`config.mk`:
```
export PLATFORM = sky130hd
export DESIGN_NAME = ps2_key_source_flat
export DESIGN_NICKNAME = d
export VERILOG_FILES = /design/src/rtl/ps2_pkg.sv /design/src/rtl/ps2_key_source_if.sv /design/src/rtl/ps2_rx_frame.sv /design/src/rtl/ps2_key_source.sv /design/src/flat_wrapper.sv
export SDC_FILE = /design/constraint.sdc
export NUM_CORES = 1
export LEC_CHECK = 0
export CORE_MARGIN = 2
export CORE_UTILIZATION = 30
export DETAILED_ROUTE_END_ITERATION = 8
export GPL_ROUTABILITY_DRIVEN = 0
export SLEW_MARGIN = 15
export SYNTH_ARGS = -nofsm -noshare
export SYNTH_HDL_FRONTEND = slang
export SYNTH_SLANG_ARGS = --single-unit
```
`constraint.sdc`:
```
create_clock -name clk_sys -period 2.05 [get_ports clk_sys]
set_input_delay 0.41 -clock clk_sys [delete_from_list [all_inputs] [get_ports clk_sys]]
set_output_delay 0.41 -clock clk_sys [all_outputs]
set_load 0.005 [all_outputs]
```
`src/rtl/ps2_pkg.sv`:
```
`default_nettype none
// ============================================================================
//  Module      : ps2_pkg
//  Description : Shared PS/2 byte constants, frame FSM states, prefix helpers.
//  Revision    : 1.0  initial release
// ============================================================================
package ps2_pkg;

    localparam logic [7:0] PS2_EXT    = 8'hE0;
    localparam logic [7:0] PS2_BRK    = 8'hF0;
    localparam logic [7:0] PS2_PAUSE  = 8'hE1;
    localparam logic [7:0] PS2_BAT    = 8'hAA;
    localparam logic [7:0] PS2_ACK    = 8'hFA;
    localparam logic [7:0] PS2_ECHO   = 8'hEE;
    localparam logic [7:0] PS2_RESEND = 8'hFE;
    localparam logic [7:0] PS2_ERR0   = 8'h00;
    localparam logic [7:0] PS2_ERR1   = 8'hFF;

    // Bytes following E1 that belong to the Pause make/break sequence
    localparam int PAUSE_SKIP = 7;

    typedef enum logic [1:0] {
        IDLE   = 2'd0,
        DATA   = 2'd1,
        PARITY = 2'd2,
        STOP   = 2'd3
    } frame_state_t;

    function automatic logic is_ignored(input logic [7:0] b);
        return (b == PS2_BAT)  || (b == PS2_ACK)    || (b == PS2_ECHO) ||
               (b == PS2_RESEND) || (b == PS2_ERR0) || (b == PS2_ERR1);
    endfunction

endpackage
`default_nettype wire

```
`src/rtl/ps2_key_source_if.sv`:
```
`default_nettype none
// ============================================================================
//  Module      : ps2_key_source_if
//  Description : PS/2 pin inputs and key event / debug outputs of ps2_key_source.
//  Revision    : 1.0  initial release
// ============================================================================
interface ps2_key_source_if;
    logic        ps2_clk_in;
    logic        ps2_data_in;
    logic [10:0] ps2_key;
    logic [7:0]  rx_byte;
    logic        rx_valid;
    logic        frame_err;

    modport master (
        output ps2_clk_in, ps2_data_in,
        input  ps2_key, rx_byte, rx_valid, frame_err
    );

    modport slave (
        input  ps2_clk_in, ps2_data_in,
        output ps2_key, rx_byte, rx_valid, frame_err
    );
endinterface
`default_nettype wire

```
`src/rtl/ps2_rx_frame.sv`:
```
`default_nettype none
// ============================================================================
//  Module      : ps2_rx_frame
//  Description : Synchronise/filter PS/2 lines and deframe 11-bit PS/2 frames.
//  Revision    : 1.0  initial release
// ============================================================================
module ps2_rx_frame
    import ps2_pkg::*;
#(
    parameter int FILTER_LEN  = 8,
    parameter int TIMEOUT_CYC = 48000
) (
    input  wire logic       clk_sys,
    input  wire logic       reset,
    input  wire logic       i_ps2_clk,
    input  wire logic       i_ps2_data,
    output logic [7:0]      o_rx_byte,
    output logic            o_rx_valid,
    output logic            o_frame_err
);

    localparam int FW = $clog2(FILTER_LEN + 1);
    localparam int TW = $clog2(TIMEOUT_CYC + 1);

    logic [1:0] w_raw;
    logic [1:0] w_filt;
    logic       w_data;

    assign w_raw  = {i_ps2_data, i_ps2_clk};
    assign w_data = w_filt[1];

    for (genvar g = 0; g < 2; g++) begin : g_line
        logic          r_s1;
        logic          r_s2;
        logic          r_f;
        logic [FW-1:0] r_cnt;

        // A level change is accepted only after FILTER_LEN consecutive differing samples
        always_ff @(posedge clk_sys) begin
            if (reset) begin
                r_s1  <= 1'b1;
                r_s2  <= 1'b1;
                r_f   <= 1'b1;
                r_cnt <= '0;
            end else begin
                r_s1 <= w_raw[g];
                r_s2 <= r_s1;
                if (r_s2 == r_f) begin
                    r_cnt <= '0;
                end else if (r_cnt == FW'(FILTER_LEN - 1)) begin
                    r_f   <= r_s2;
                    r_cnt <= '0;
                end else begin
                    r_cnt <= r_cnt + FW'(1);
                end
            end
        end

        assign w_filt[g] = r_f;
    end

    logic          r_clk_d;
    logic          r_fall;
    frame_state_t  r_state;
    frame_state_t  w_state_nxt;
    logic [2:0]    r_bit_cnt;
    logic [7:0]    r_shift;
    logic          r_parity;
    logic [TW-1:0] r_to_cnt;
    logic          w_accept;
    logic          w_reject;
    logic          w_timeout;

    always_ff @(posedge clk_sys) begin
        if (reset) begin
            r_clk_d <= 1'b1;
            r_fall  <= 1'b0;
        end else begin
            r_clk_d <= w_filt[0];
            r_fall  <= r_clk_d & ~w_filt[0];
        end
    end

    always_ff @(posedge clk_sys) begin
        if (reset) r_state <= IDLE;
        else       r_state <= w_state_nxt;
    end

    // A fall in the expiry cycle suppresses the timeout
    always_comb begin
        w_state_nxt = r_state;
        w_accept    = 1'b0;
        w_reject    = 1'b0;
        w_timeout   = 1'b0;
        if ((r_state != IDLE) && !r_fall && (r_to_cnt == TW'(TIMEOUT_CYC - 1))) begin
            w_timeout   = 1'b1;
            w_state_nxt = IDLE;
        end else if (r_fall) begin
            case (r_state)
                IDLE:    if (!w_data) w_state_nxt = DATA;
                DATA:    if (r_bit_cnt == 3'd7) w_state_nxt = PARITY;
                PARITY:  w_state_nxt = STOP;
                STOP: begin
                    w_state_nxt = IDLE;
                    if ((^{r_shift, r_parity}) && w_data) w_accept = 1'b1;
                    else                                  w_reject = 1'b1;
                end
                default: w_state_nxt = IDLE;
            endcase
        end
    end

    always_ff @(posedge clk_sys) begin
        if (reset) begin
            r_bit_cnt   <= '0;
            r_shift     <= '0;
            r_parity    <= 1'b0;
            r_to_cnt    <= '0;
            o_rx_byte   <= '0;
            o_rx_valid  <= 1'b0;
            o_frame_err <= 1'b0;
        end else begin
            if (r_fall) begin
                case (r_state)
                    IDLE:   r_bit_cnt <= '0;
                    DATA: begin
                        r_shift   <= {w_data, r_shift[7:1]};
                        r_bit_cnt <= r_bit_cnt + 3'd1;
                    end
                    PARITY: r_parity <= w_data;
                    default: ;
                endcase
            end
            if ((r_state == IDLE) || r_fall || w_timeout) r_to_cnt <= '0;
            else                                          r_to_cnt <= r_to_cnt + TW'(1);
            if (w_accept) o_rx_byte <= r_shift;
            o_rx_valid  <= w_accept;
            o_frame_err <= w_reject | w_timeout;
        end
    end

endmodule
`default_nettype wire

```
`src/rtl/ps2_key_source.sv`:
```
`default_nettype none
// ============================================================================
//  Module      : ps2_key_source
//  Description : PS/2 receiver plus prefix decode producing the ps2_key event word.
//  Revision    : 1.0  initial release
// ============================================================================
module ps2_key_source
    import ps2_pkg::*;
#(
    parameter int FILTER_LEN  = 8,
    parameter int TIMEOUT_CYC = 48000
) (
    input  wire logic       clk_sys,
    input  wire logic       reset,
    ps2_key_source_if.slave bus
);

    logic [7:0]  w_rx_byte;
    logic        w_rx_valid;
    logic        w_frame_err;
    logic [10:0] r_key;
    logic        r_ext;
    logic        r_brk;
    logic [2:0]  r_skip;

    ps2_rx_frame #(
        .FILTER_LEN  (FILTER_LEN),
        .TIMEOUT_CYC (TIMEOUT_CYC)
    ) u_rx (
        .clk_sys     (clk_sys),
        .reset       (reset),
        .i_ps2_clk   (bus.ps2_clk_in),
        .i_ps2_data  (bus.ps2_data_in),
        .o_rx_byte   (w_rx_byte),
        .o_rx_valid  (w_rx_valid),
        .o_frame_err (w_frame_err)
    );

    // Skip count is checked first so bytes inside the Pause sequence never act as prefixes
    always_ff @(posedge clk_sys) begin
        if (reset) begin
            r_key  <= '0;
            r_ext  <= 1'b0;
            r_brk  <= 1'b0;
            r_skip <= '0;
        end else if (w_rx_valid) begin
            if (r_skip != 3'd0) begin
                r_skip <= r_skip - 3'd1;
            end else if (w_rx_byte == PS2_PAUSE) begin
                r_skip <= 3'(PAUSE_SKIP);
                r_ext  <= 1'b0;
                r_brk  <= 1'b0;
            end else if (w_rx_byte == PS2_EXT) begin
                r_ext <= 1'b1;
            end else if (w_rx_byte == PS2_BRK) begin
                r_brk <= 1'b1;
            end else if (is_ignored(w_rx_byte)) begin
                r_ext <= 1'b0;
                r_brk <= 1'b0;
            end else begin
                r_key <= {~r_key[10], ~r_brk, r_ext, w_rx_byte};
                r_ext <= 1'b0;
                r_brk <= 1'b0;
            end
        end
    end

    assign bus.ps2_key   = r_key;
    assign bus.rx_byte   = w_rx_byte;
    assign bus.rx_valid  = w_rx_valid;
    assign bus.frame_err = w_frame_err;

endmodule
`default_nettype wire

```
`src/flat_wrapper.sv`:
```
// flat-port wrapper written by rule: the top's interface ports become plain ports
module ps2_key_source_flat import ps2_pkg::*;
#(
    parameter int FILTER_LEN  = 8,
    parameter int TIMEOUT_CYC = 48000
)
  (clk_sys, reset, bus_ps2_clk_in, bus_ps2_data_in, bus_ps2_key, bus_rx_byte, bus_rx_valid, bus_frame_err);
  ps2_key_source_if bus_i ();
  input  wire logic clk_sys;
  input  wire logic reset;
  input wire logic [$bits(bus_i.ps2_clk_in)-1:0] bus_ps2_clk_in;
  input wire logic [$bits(bus_i.ps2_data_in)-1:0] bus_ps2_data_in;
  output wire logic [$bits(bus_i.ps2_key)-1:0] bus_ps2_key;
  output wire logic [$bits(bus_i.rx_byte)-1:0] bus_rx_byte;
  output wire logic [$bits(bus_i.rx_valid)-1:0] bus_rx_valid;
  output wire logic [$bits(bus_i.frame_err)-1:0] bus_frame_err;
  assign bus_i.ps2_clk_in = bus_ps2_clk_in;
  assign bus_i.ps2_data_in = bus_ps2_data_in;
  assign bus_ps2_key = bus_i.ps2_key;
  assign bus_rx_byte = bus_i.rx_byte;
  assign bus_rx_valid = bus_i.rx_valid;
  assign bus_frame_err = bus_i.frame_err;
  ps2_key_source #(.FILTER_LEN(FILTER_LEN), .TIMEOUT_CYC(TIMEOUT_CYC)) u_core (.clk_sys(clk_sys), .reset(reset), .bus(bus_i));
endmodule
```
==> results of run 1 <==
-- path summary, 6_finish.rpt --
check / start / to / slack (ns) / cells after the start
setup / recovery: u_core.u_rx.r_shift[1]$_SDFFE_PP0P_ / u_core.u_rx.o_rx_byte[5]$_SDFFE_PP0P_ / 0.18 / 5
hold / removal: u_core.u_rx.g_line[0].r_s1$_SDFF_PP1_ / u_core.u_rx.g_line[0].r_s2$_SDFF_PP1_ / 0.42 / 1
setup reg to reg: u_core.u_rx.r_shift[1]$_SDFFE_PP0P_ / u_core.u_rx.o_rx_byte[5]$_SDFFE_PP0P_ / 0.18 / 5
hold reg to reg: u_core.u_rx.g_line[0].r_s1$_SDFF_PP1_ / u_core.u_rx.g_line[0].r_s2$_SDFF_PP1_ / 0.42 / 1
-- worst max-delay path, stage by stage, from the launching register on --
cell,delay [ns]
dfxtp_1,0.38
xor2_1,0.17
xnor3_2,0.48
mux2i_4,0.42
mux2i_1,0.24
nor2_1,0.06
-- power breakdown --
| group | switching, uW | internal [uW] |
|---|---|---|
| combinational | 18.8 | 13.3 |
| sequential | 2.25 | 1400 |
| clock | 507 | 681 |
-- registers in the layout, summed over array words and instances (netlist names), 2 cells and up --
signal                    cells
u_core.u_rx.r_state           2
u_core.bus.ps2_key           11
u_core.r_skip                 3
u_core.u_rx.g_line.r_s2       2
u_core.u_rx.r_to_cnt         16
u_core.u_rx.g_line.r_s1       2
u_core.u_rx.g_line.r_cnt      8
u_core.u_rx.r_bit_cnt         3
u_core.u_rx.g_line.r_f        2
u_core.u_rx.o_rx_byte         8
u_core.u_rx.r_shift           8
-- synthesized netlist by cell type (2+ instances only) --
cell type / count / area [um2]
a31oi_1: 2 / 12.5
or4_1: 2 / 15.0
mux2i_1: 19 / 190
nand4_1: 6 / 37.5
nor4_1: 2 / 12.5
or2_2: 7 / 43.8
nor2b_1: 2 / 12.5
nand2_1: 31 / 116
a21oi_1: 12 / 60.1
and3_1: 5 / 31.3
nand3_1: 10 / 50.1
nor2_1: 58 / 218
ha_1: 11 / 138
clkbuf_1: 7 / 26.3
nor3_1: 4 / 20.0
nor3b_1: 2 / 15.0
a211oi_1: 3 / 22.5
xor2_1: 14 / 123
dfxtp_1: 72 / 1440
nand2b_1: 2 / 12.5
buf_2: 2 / 10.0
buf_6: 2 / 22.5
inv_1: 9 / 33.8
a221oi_2: 2 / 30.0
a22oi_1: 2 / 15.0
xnor2_1: 11 / 96.3
-- cell families after synthesis --
| logic type | synth area share [%] |
|---|---|
| fa+ha+maj | 4.56 |
| buf+inv | 3.07 |
| flops | 47.7 |
| xor+xnor | 8.79 |
| compound gates | 7.21 |
| simple gates | 21.6 |
| mux | 7.05 |
-- cell type report --
type	instances	area share, %
clock buffers	10	3.51
clock inverters	5	2.27
inverters	9	0.929
multi-input cells	228	40.8
flip-flops and latches	72	39.6
well taps	133	4.58
repair buffers	32	8.26
-- stage by stage --
stage / std cells / hold WS, ns
after floorplan: 320 / 0.389
after global placement: 474 / 0.397
after detailed placement: 474 / 0.404
after CTS: 489 / 0.420
after global routing: 489 / 0.444
final: 489 / 0.417
-- routing by layer --
layer	share of wire (%)	vias up	track usage (%)
li1	-	1146	-
met1	47	999	12.4
met2	48	18	17.3
met3	2.7	8	3.01
met4	1.9	0	4.92
met5	0	-	0
==> key figures, run 1 <==
STA
  • Hold Violations, Final: 0
  • Final period util: a little over 90%
  • Final Skew: around 0.014 ns
  • Final worst setup slack: 0.181 ns
  • RSZ-0062 raised after global routing: no
  • Fin. max-slew vios: 0
  • Rel. slew slack: about 70%
  • Crit path time final: approximately 1.9 ns
  • Final setup violation count: 0
  • TNS Setup: 0 ns
  • Slew @ Worst Pin: between 0.4 and 0.5 ns
  • Maximum clock frequency: 535 MHz

CTS
  • Post-CTS setup buffers: 0
  • CTS tree: done
  • Clock root cell: clkbuf_8
  • Clock Latency Late Sink: roughly 0.34 ns
  • Clock buffer count from CTS: 9
  • CTS Sinks: just over 70
  • Clk buf depth: 2
  • Hold Buf Count CTS: 0
  • Post_cts resized: 0
  • # H-tree levels: 3
  • Worst-path clk slew: 0.07 ns

Die
  • Die X: about 100 um
  • Core ar.: between 9000 and 10000 um2
  • I/O pin count: 25
  • Row cnt: 36
  • Die area: 10900 um2
  • Initial Util: between 30% and 40%
  • Die H: about 100 um

Global route
  • GR Overflow Total: 0
  • GRT Resource Usage Total: approximately a tenth
  • Initial antenna violation count: 0
  • Vias in the first global route: 2043
  • Largest net degree at the start of global routing: 40
  • First-pass GRT wire length: approximately 9300 um

Pwr
  • Cell Pwr Density: 722 nW/um2
  • Power, Total: approximately 2600 uW
  • Static Leakage: 0.00136 uW
  • Maximum VDD drop: roughly 300 uV

Finish
  • Final core utilization: a little under two fifths
  • Layout cells sized above 1: under 10%
  • Number of diodes: 0
  • Most common cell after layout, fill and taps aside: dfxtp_1
  • Footprint of the multi-input gates: ~1500 um2
  • FF/Latch Area: between 1000 and 1500 um2
  • Design area: about 3600 um2
  • Nets: 367
  • Most frequent cells in the layout: 72 x dfxtp_1, 58 x nor2_1, 31 x nand2_1
  • Layout overhead on the synthesized area: 20.5%
  • Fill count: 1012

Routing
  • Via-to-Cell Ratio: 4.44
  • Pre-antenna DRT Iters: 4
  • DR iter-0 viols: between 100 and 150
  • Antenna Violating Nets Remaining: 0
  • Overall routed net length: ~5200 um
  • Vias: 2171
  • Drt drc: 0
  • DR WL/cell: ~11 um

Run status
  • Status: complete, no violations

Synthesis
  • Synth async-reset ratio: 0%
  • Ys flop type: dfxtp_1
  • Synthesized area: 3020 um2
  • Post-synthesis sequential area ratio: a little under half
  • Synth Net Count: ~340
  • Post-synthesis cell type count: 47
  • Cells after synthesis: 320
  • Synth Area per Inst: approximately 9.4 um2
  • Yosys reg bits: 72
  • EDFF count, synth: 0
  • Yosys warns: 0

Worst setup path
  • Arr. time, crit path: around 2.1 ns
  • Setup crit end kind: register
  • Worst Setup Start Kind: register
  • Worst Path Required: about 2.3 ns
  • Critical path class: reg2reg
  • Critical path fanouts, max: 9

Run
  • Max-cap violations: 0

Place
  • Port bufs: 24
  • Placed inst area: approximately 3400 um2
  • Placed wire-length estimate: 3670 um
  • Place WS: around 0.17 ns

Hold path
  • Hold crit path type: reg2reg
No activity file was read; power rests on OpenSTA's default activity.
==> run 2, diff against run 1 <==
--- a/config.mk
+++ b/config.mk
@@ -6,9 +6,10 @@
 export NUM_CORES = 1
 export LEC_CHECK = 0
 export CORE_MARGIN = 2
-export CORE_UTILIZATION = 30
+export CORE_UTILIZATION = 53
 export DETAILED_ROUTE_END_ITERATION = 8
 export GPL_ROUTABILITY_DRIVEN = 0
+export PLACE_DENSITY = 0.74
 export SLEW_MARGIN = 15
 export SYNTH_ARGS = -nofsm -noshare
 export SYNTH_HDL_FRONTEND = slang
==> key figures, run 2 (same netlist as run 1, synthesis figures left out) <==
STA
  • Rel. slew slack: 68.5% (was 68.0%)
  • Crit path time final: 1.90 ns (was 1.87 ns)
  • Maximum clock frequency: 528 MHz (was 535 MHz)
  • Final period util: 92.5% (was 91.2%)
  • Hold Violations, Final: 0 (unchanged)
  • RSZ-0062 raised after global routing: no (unchanged)
  • Final worst setup slack: 0.154 ns (was 0.181 ns)
  • Final setup violation count: 0 (unchanged)
  • Fin. max-slew vios: 0 (unchanged)
  • Slew @ Worst Pin: 0.473 ns (was 0.476 ns)
  • Final Skew: 0.00973 ns (was 0.0136 ns)

CTS
  • Clock buffer count from CTS: 9 (unchanged)
  • CTS tree: done (unchanged)
  • CTS Sinks: 72 (unchanged)
  • Clock root cell: clkbuf_8 (unchanged)
  • # H-tree levels: 3 (unchanged)
  • Clk buf depth: 2 (unchanged)
  • Worst-path clk slew: 0.07 ns (about the same)
  • Clock Latency Late Sink: 0.33 ns (was 0.34 ns)
  • Hold Buf Count CTS: 0 (unchanged)

Finish
  • Most frequent cells in the layout: 72 x dfxtp_1, 58 x nor2_1, 31 x nand2_1 (unchanged)
  • Final core utilization: 67.3% (was 37.2%)
  • Number of diodes: 0 (unchanged)
  • Layout cells sized above 1: 13.5% (was 9.83%)
  • Design area: 3700 um2 (was 3640 um2)
  • Max reg flops: 16 (unchanged)
  • Most common cell after layout, fill and taps aside: dfxtp_1 (unchanged)
  • Layout overhead on the synthesized area: 22.7% (was 20.5%)
  • Largest Register: u_core.u_rx.r_to_cnt (unchanged)
  • Cell Count, Final, Fillers Out: 442 (was 489)
  • Fill count: 438 (was 1012)
  • Nets: 380 (was 367)

Global route
  • Initial antenna violation count: 0 (unchanged)
  • First-pass GRT wire length: 9630 um (was 9280 um)
  • Vias in the first global route: 2247 (was 2043)
  • GR Overflow Total: 0 (unchanged)
  • Largest net degree at the start of global routing: 50 (was 40)
  • GRT Resource Usage Total: 19.3% (was 10.4%)

Worst setup path
  • Critical path class: reg2reg (unchanged)
  • Critical path fanouts, max: 15 (was 9)
  • Arr. time, crit path: 2.16 ns (was 2.08 ns)
  • Worst Setup Start Kind: register (unchanged)
  • CP delay by family, top: simple AND/OR/NAND/NOR gates (was multiplexers)
  • Setup crit end kind: register (unchanged)
  • Buffers & Inverters on Critical Path: 0 (unchanged)
  • Crit-path cells: ha_1, and3_4, and3_1, or4_1, nor2_1 (was xor2_1, xnor3_2, mux2i_4, mux2i_1, nor2_1)
  • Slowest stage delay, CP: 0.66 ns (was 0.48 ns)
  • Worst path slowest cell: or4_1 (was xnor3_2)
  • Worst Path Required: 2.32 ns (was 2.26 ns)

Place
  • Placed cell count: 424 (was 474)
  • Placed inst area: 3450 um2 (was 3430 um2)
  • Place WS: -0.161 ns (was 0.173 ns)
  • Port bufs: 24 (unchanged)
  • Placed wire-length estimate: 3860 um (was 3670 um)

Routing
  • Pre-antenna DRT Iters: 4 (unchanged)
  • Overall routed net length: 5490 um (was 5240 um)
  • Via-to-Cell Ratio: 5.20 (was 4.44)
  • Antenna Violating Nets Remaining: 0 (unchanged)
  • Vias: 2299 (was 2171)
  • DR iter-0 viols: 67 (was 104)
  • Drt drc: 0 (unchanged)
  • DR WL/cell: 12.4 um (was 10.7 um)

Die
  • Initial Util: 54.8% (was 30.9%)
  • Core ar.: 5510 um2 (was 9770 um2)
  • Die X: 79.5 um (was 104 um)
  • Die area: 6320 um2 (was 10900 um2)
  • Die H: 79.5 um (was 104 um)
  • Row cnt: 27 (was 36)
  • I/O pin count: 25 (unchanged)

Run
  • Max-cap violations: 0 (unchanged)

Pwr
  • Sw Ratio: 20.6% (was 20.1%)
  • Maximum VDD drop: 457 uV (was 301 uV)
  • Clk pwr share: 44.0% (was 45.2%)
  • Static Leakage: 0.00144 uW (was 0.00136 uW)
  • Int Power: 2040 uW (was 2100 uW)
  • Comb pwr share: 1.3% (was 1.2%)
  • Cell Pwr Density: 694 nW/um2 (was 722 nW/um2)
  • Power, Total: 2570 uW (was 2620 uW)
  • Share of power burned in registers: 54.7% (was 53.5%)
  • Sw power: 528 uW (about the same)

Hold path
  • Hold crit path type: reg2reg (unchanged)

Run status
  • Status: complete, no violations (unchanged)
[run 2: cell types whose count changed in the layout (fill, tap and decap cells not counted), sizes merged]
cell and change:
bufinv -1, clkbuf +1, clkinv -1, buf +13, clkinvlp +2
[run 2: tightest hold or removal path, stage by stage (launching register included)]
cell,delay (ns)
dfxtp_1,0.30
inv_1,0.04
nor2_1,0.03
[run 2: worst paths after layout]
kind	start	endpoint	slack, ns	cells after the start
max	u_core.u_rx.r_to_cnt[0]$_SDFF_PP0_	u_core.u_rx.r_to_cnt[14]$_SDFF_PP0_	0.15	5
max reg2reg	u_core.u_rx.r_to_cnt[0]$_SDFF_PP0_	u_core.u_rx.r_to_cnt[14]$_SDFF_PP0_	0.15	5
min	u_core.u_rx.r_clk_d$_SDFF_PP1_	u_core.u_rx.r_fall$_SDFF_PP0_	0.41	2
min reg2reg	u_core.u_rx.r_clk_d$_SDFF_PP1_	u_core.u_rx.r_fall$_SDFF_PP0_	0.41	2
[run 2: power groups by stage]
| stage | Combinational, uW | Clock (uW) | Sequential (uW) |
|---|---|---|---|
| after floorplan | 19.9 | 0 | 1440 |
| after global placement | 34.3 | 0 | 1440 |
| after detailed placement | 34.7 | 0 | 1440 |
| after CTS | 34.8 | 1160 | 1400 |
| after global routing | 38.7 | 1230 | 1400 |
| final | 33.8 | 1130 | 1400 |
[run 2: metal layers]
layer  vias to the layer above  share of wire (%)  GRT usage (%)
met5                         -                  0              0
met4                         0                1.1           9.31
met3                         7                2.3           4.19
met2                        24                 50           33.3
met1                      1087                 46           22.7
li1                       1181                  -              -
[run 2: per-stage QoR]
step | setup TNS [ns] | hold slack (ns)
2_1_floorplan | 0 | 0.389
3_3_place_gp | -1.45 | 0.394
3_5_place_dp | -1.54 | 0.402
4_1_cts | 0 | 0.410
5_1_grt | 0 | 0.434
6_report | 0 | 0.409
[run 2: cell type report]
type	instances	area [um2]	area share (%)
clock buffers	11	151	4.09
well taps	72	90.1	2.43
flip-flops and latches	72	1440	38.9
inverters	9	33.8	0.912
clock inverters	5	55.1	1.49
repair buffers	45	435	11.8
multi-input cells	228	1500	40.4
[run 2: timing repair]
action / 4_1_cts / 5_1_grt
cloned: 0 / 0
endpoints found under the setup margin: 11 / 13
buffers inserted: 0 / 2
pin swaps: 0 / 0
resized for setup: 1 / 0
==> run 3, diff against run 2 <==
==> constraint.sdc (replaced) <==
create_clock -name clk_sys -period 2.05 [get_ports clk_sys]
set_input_delay 0.205 -clock clk_sys [delete_from_list [all_inputs] [get_ports clk_sys]]
set_output_delay 0.205 -clock clk_sys [all_outputs]
set_load 0.005 [all_outputs]
==> key figures, run 3 (same netlist as run 1, synthesis figures left out) <==
Worst setup path
  • R2r startpoint: u_core.u_rx.r_to_cnt[0]$_SDFF_PP0_ (unchanged)
  • Critical path fanouts, max: 15 (unchanged)
  • Crit-path cells: ha_1, and3_4, and3_1, or4_1, nor2_1 (unchanged)
  • Worst R2R Setup Slack: 0.15 ns (about the same)
  • Worst Path Required: 2.31 ns (was 2.32 ns)
  • Buffers & Inverters on Critical Path: 0 (unchanged)
  • Slowest stage delay, CP: 0.66 ns (about the same)
  • CP delay by family, top: simple AND/OR/NAND/NOR gates (unchanged)
  • Worst Setup Start Kind: register (unchanged)
  • Critical path class: reg2reg (unchanged)
  • RR Endpoint: u_core.u_rx.r_to_cnt[9]$_SDFF_PP0_ (was u_core.u_rx.r_to_cnt[14]$_SDFF_PP0_)
  • Arr. time, crit path: 2.16 ns (about the same)
  • Setup crit end kind: register (unchanged)
  • R2R cell count: 5 (unchanged)
  • Worst path slowest cell: or4_1 (unchanged)

STA
  • TNS Setup: 0 ns (unchanged)
  • Rel. slew slack: 68.4% (was 68.5%)
  • Hold Violations, Final: 0 (unchanged)
  • Final period util: 92.6% (was 92.5%)
  • Final setup violation count: 0 (unchanged)
  • Fin. max-slew vios: 0 (unchanged)
  • Slew @ Worst Pin: 0.464 ns (was 0.473 ns)
  • Crit path time final: 1.90 ns (about the same)
  • Maximum clock frequency: 527 MHz (was 528 MHz)
  • Final Skew: 0.00695 ns (was 0.00973 ns)
  • WHS: 0.416 ns (was 0.409 ns)
  • RSZ-0062 raised after global routing: no (unchanged)

Routing
  • Drt drc: 0 (unchanged)
  • Vias: 2185 (was 2299)
  • Via-to-Cell Ratio: 5.13 (was 5.20)
  • Antenna Violating Nets Remaining: 0 (unchanged)
  • Pre-antenna DRT Iters: 4 (unchanged)
  • Overall routed net length: 5120 um (was 5490 um)
  • DR WL/cell: 12.0 um (was 12.4 um)
  • DR iter-0 viols: 65 (was 67)

Global route
  • GRT Resource Usage Total: 18.0% (was 19.3%)
  • First-pass GRT wire length: 8810 um (was 9630 um)
  • M3 GR Usage: 4.07% (was 4.19%)
  • GR Overflow Total: 0 (unchanged)
  • Largest net degree at the start of global routing: 50 (unchanged)
  • Most Crowded Layer GR: met2 (unchanged)
  • Met2 GRT Util: 27.6% (was 33.3%)
  • Met1 Usage GRT: 23.4% (was 22.7%)
  • Initial antenna violation count: 0 (unchanged)
  • Vias in the first global route: 1986 (was 2247)

Finish
  • Most frequent cells in the layout: 72 x dfxtp_1, 58 x nor2_1, 31 x nand2_1 (unchanged)
  • Number of diodes: 0 (unchanged)
  • Layout overhead on the synthesized area: 18.8% (was 22.7%)
  • Max reg flops: 16 (unchanged)
  • Layout cells sized above 1: 9.32% (was 13.5%)
  • Cell Count, Final, Fillers Out: 426 (was 442)
  • Most common cell after layout, fill and taps aside: dfxtp_1 (unchanged)
  • Nets: 364 (was 380)
  • Largest Register: u_core.u_rx.r_to_cnt (unchanged)

Die
  • Die X: 79.5 um (unchanged)
  • Die H: 79.5 um (unchanged)
  • I/O pin count: 25 (unchanged)
  • Die area: 6320 um2 (unchanged)
  • Core ar.: 5510 um2 (unchanged)
  • Initial Util: 54.8% (unchanged)
  • Row cnt: 27 (unchanged)

CTS
  • Hold Buf Count CTS: 0 (unchanged)
  • Clock Latency Late Sink: 0.34 ns (was 0.33 ns)
  • Clock root cell: clkbuf_8 (unchanged)
  • Post_cts resized: 0 (was 1)
  • Post-CTS setup buffers: 0 (unchanged)
  • # H-tree levels: 3 (unchanged)
  • Clock buffer count from CTS: 9 (unchanged)
  • Clk buf depth: 2 (unchanged)
  • CTS tree: done (unchanged)
  • CTS Sinks: 72 (unchanged)
  • Worst-path clk slew: 0.07 ns (about the same)

Place
  • Placed wire-length estimate: 3560 um (was 3860 um)
  • Port bufs: 24 (unchanged)
  • Placed cell count: 410 (was 424)

Hold path
  • Hold path cells: 2 (unchanged)
  • Hold EP: u_core.u_rx.r_fall$_SDFF_PP0_ (unchanged)
  • Worst Min Path Start: u_core.u_rx.r_clk_d$_SDFF_PP1_ (unchanged)
  • Hold crit path type: reg2reg (unchanged)

Pwr
  • Cell Pwr Density: 775 nW/um2 (was 694 nW/um2)
  • Static Leakage: 0.00137 uW (was 0.00144 uW)
  • Maximum VDD drop: 450 uV (was 457 uV)

Run
  • Max-cap violations: 0 (unchanged)

Run status
  • Status: complete, no violations (unchanged)
[run 3: worst max path at each step]
stage | start | endpoint | slack [ns] | depth (start not counted)
2_1_floorplan | u_core.u_rx.o_rx_byte[4]$_SDFFE_PP0P_ | u_core.bus.ps2_key[4]$_SDFFE_PP0P_ | 0.25 | 7
3_3_place_gp | u_core.u_rx.o_rx_byte[3]$_SDFFE_PP0P_ | u_core.bus.ps2_key[4]$_SDFFE_PP0P_ | 0.21 | 6
3_5_place_dp | u_core.u_rx.r_to_cnt[0]$_SDFF_PP0_ | u_core.u_rx.r_to_cnt[9]$_SDFF_PP0_ | 0.16 | 5
4_1_cts | u_core.u_rx.r_to_cnt[0]$_SDFF_PP0_ | u_core.u_rx.r_to_cnt[11]$_SDFF_PP0_ | 0.15 | 5
5_1_grt | u_core.u_rx.r_to_cnt[0]$_SDFF_PP0_ | u_core.u_rx.r_to_cnt[7]$_SDFF_PP0_ | 0.003 | 5
6_report | u_core.u_rx.r_to_cnt[0]$_SDFF_PP0_ | u_core.u_rx.r_to_cnt[9]$_SDFF_PP0_ | 0.15 | 5
[run 3: cell type report]
type,count,area (um2)
timing repair buffer,29,290
inverter,9,33.8
tap,72,90.1
sequential,72,1440
fill,439,1920
clock buffer,11,141
multi-input combinational,228,1490
clock inverter,5,104
[run 3: tightest hold or removal path: stages (launching register included)]
cell	delay, ns
dfxtp_1	0.30
inv_1	0.04
nor2_1	0.04
[run 3: where the power goes]
part | total (uW) | switching (uW) | internal, uW
registers | 1410 | 2.37 | 1400
clock network | 1340 | 497 | 842
logic | 33.6 | 18.8 | 14.8
[run 3: layer usage]
layer,up-vias,part of all wire [%]
li1,1148,-
met1,1008,50
met2,20,46
met3,9,2.2
met4,0,2.1
met5,-,0
[run 3: per-stage QoR]
step | total power, uW | util (%) | setup slack, ns | cell area (um2)
after floorplan | 1460 | - | 0.251 | 3020
after global placement | 1470 | 60.7 | 0.211 | 3340
after detailed placement | 1470 | 60.7 | 0.156 | 3340
after CTS | 2810 | 65.1 | 0.146 | 3590
after global routing | 2880 | 65.1 | 0.00276 | 3590
final | 2780 | 65.1 | 0.152 | 3590
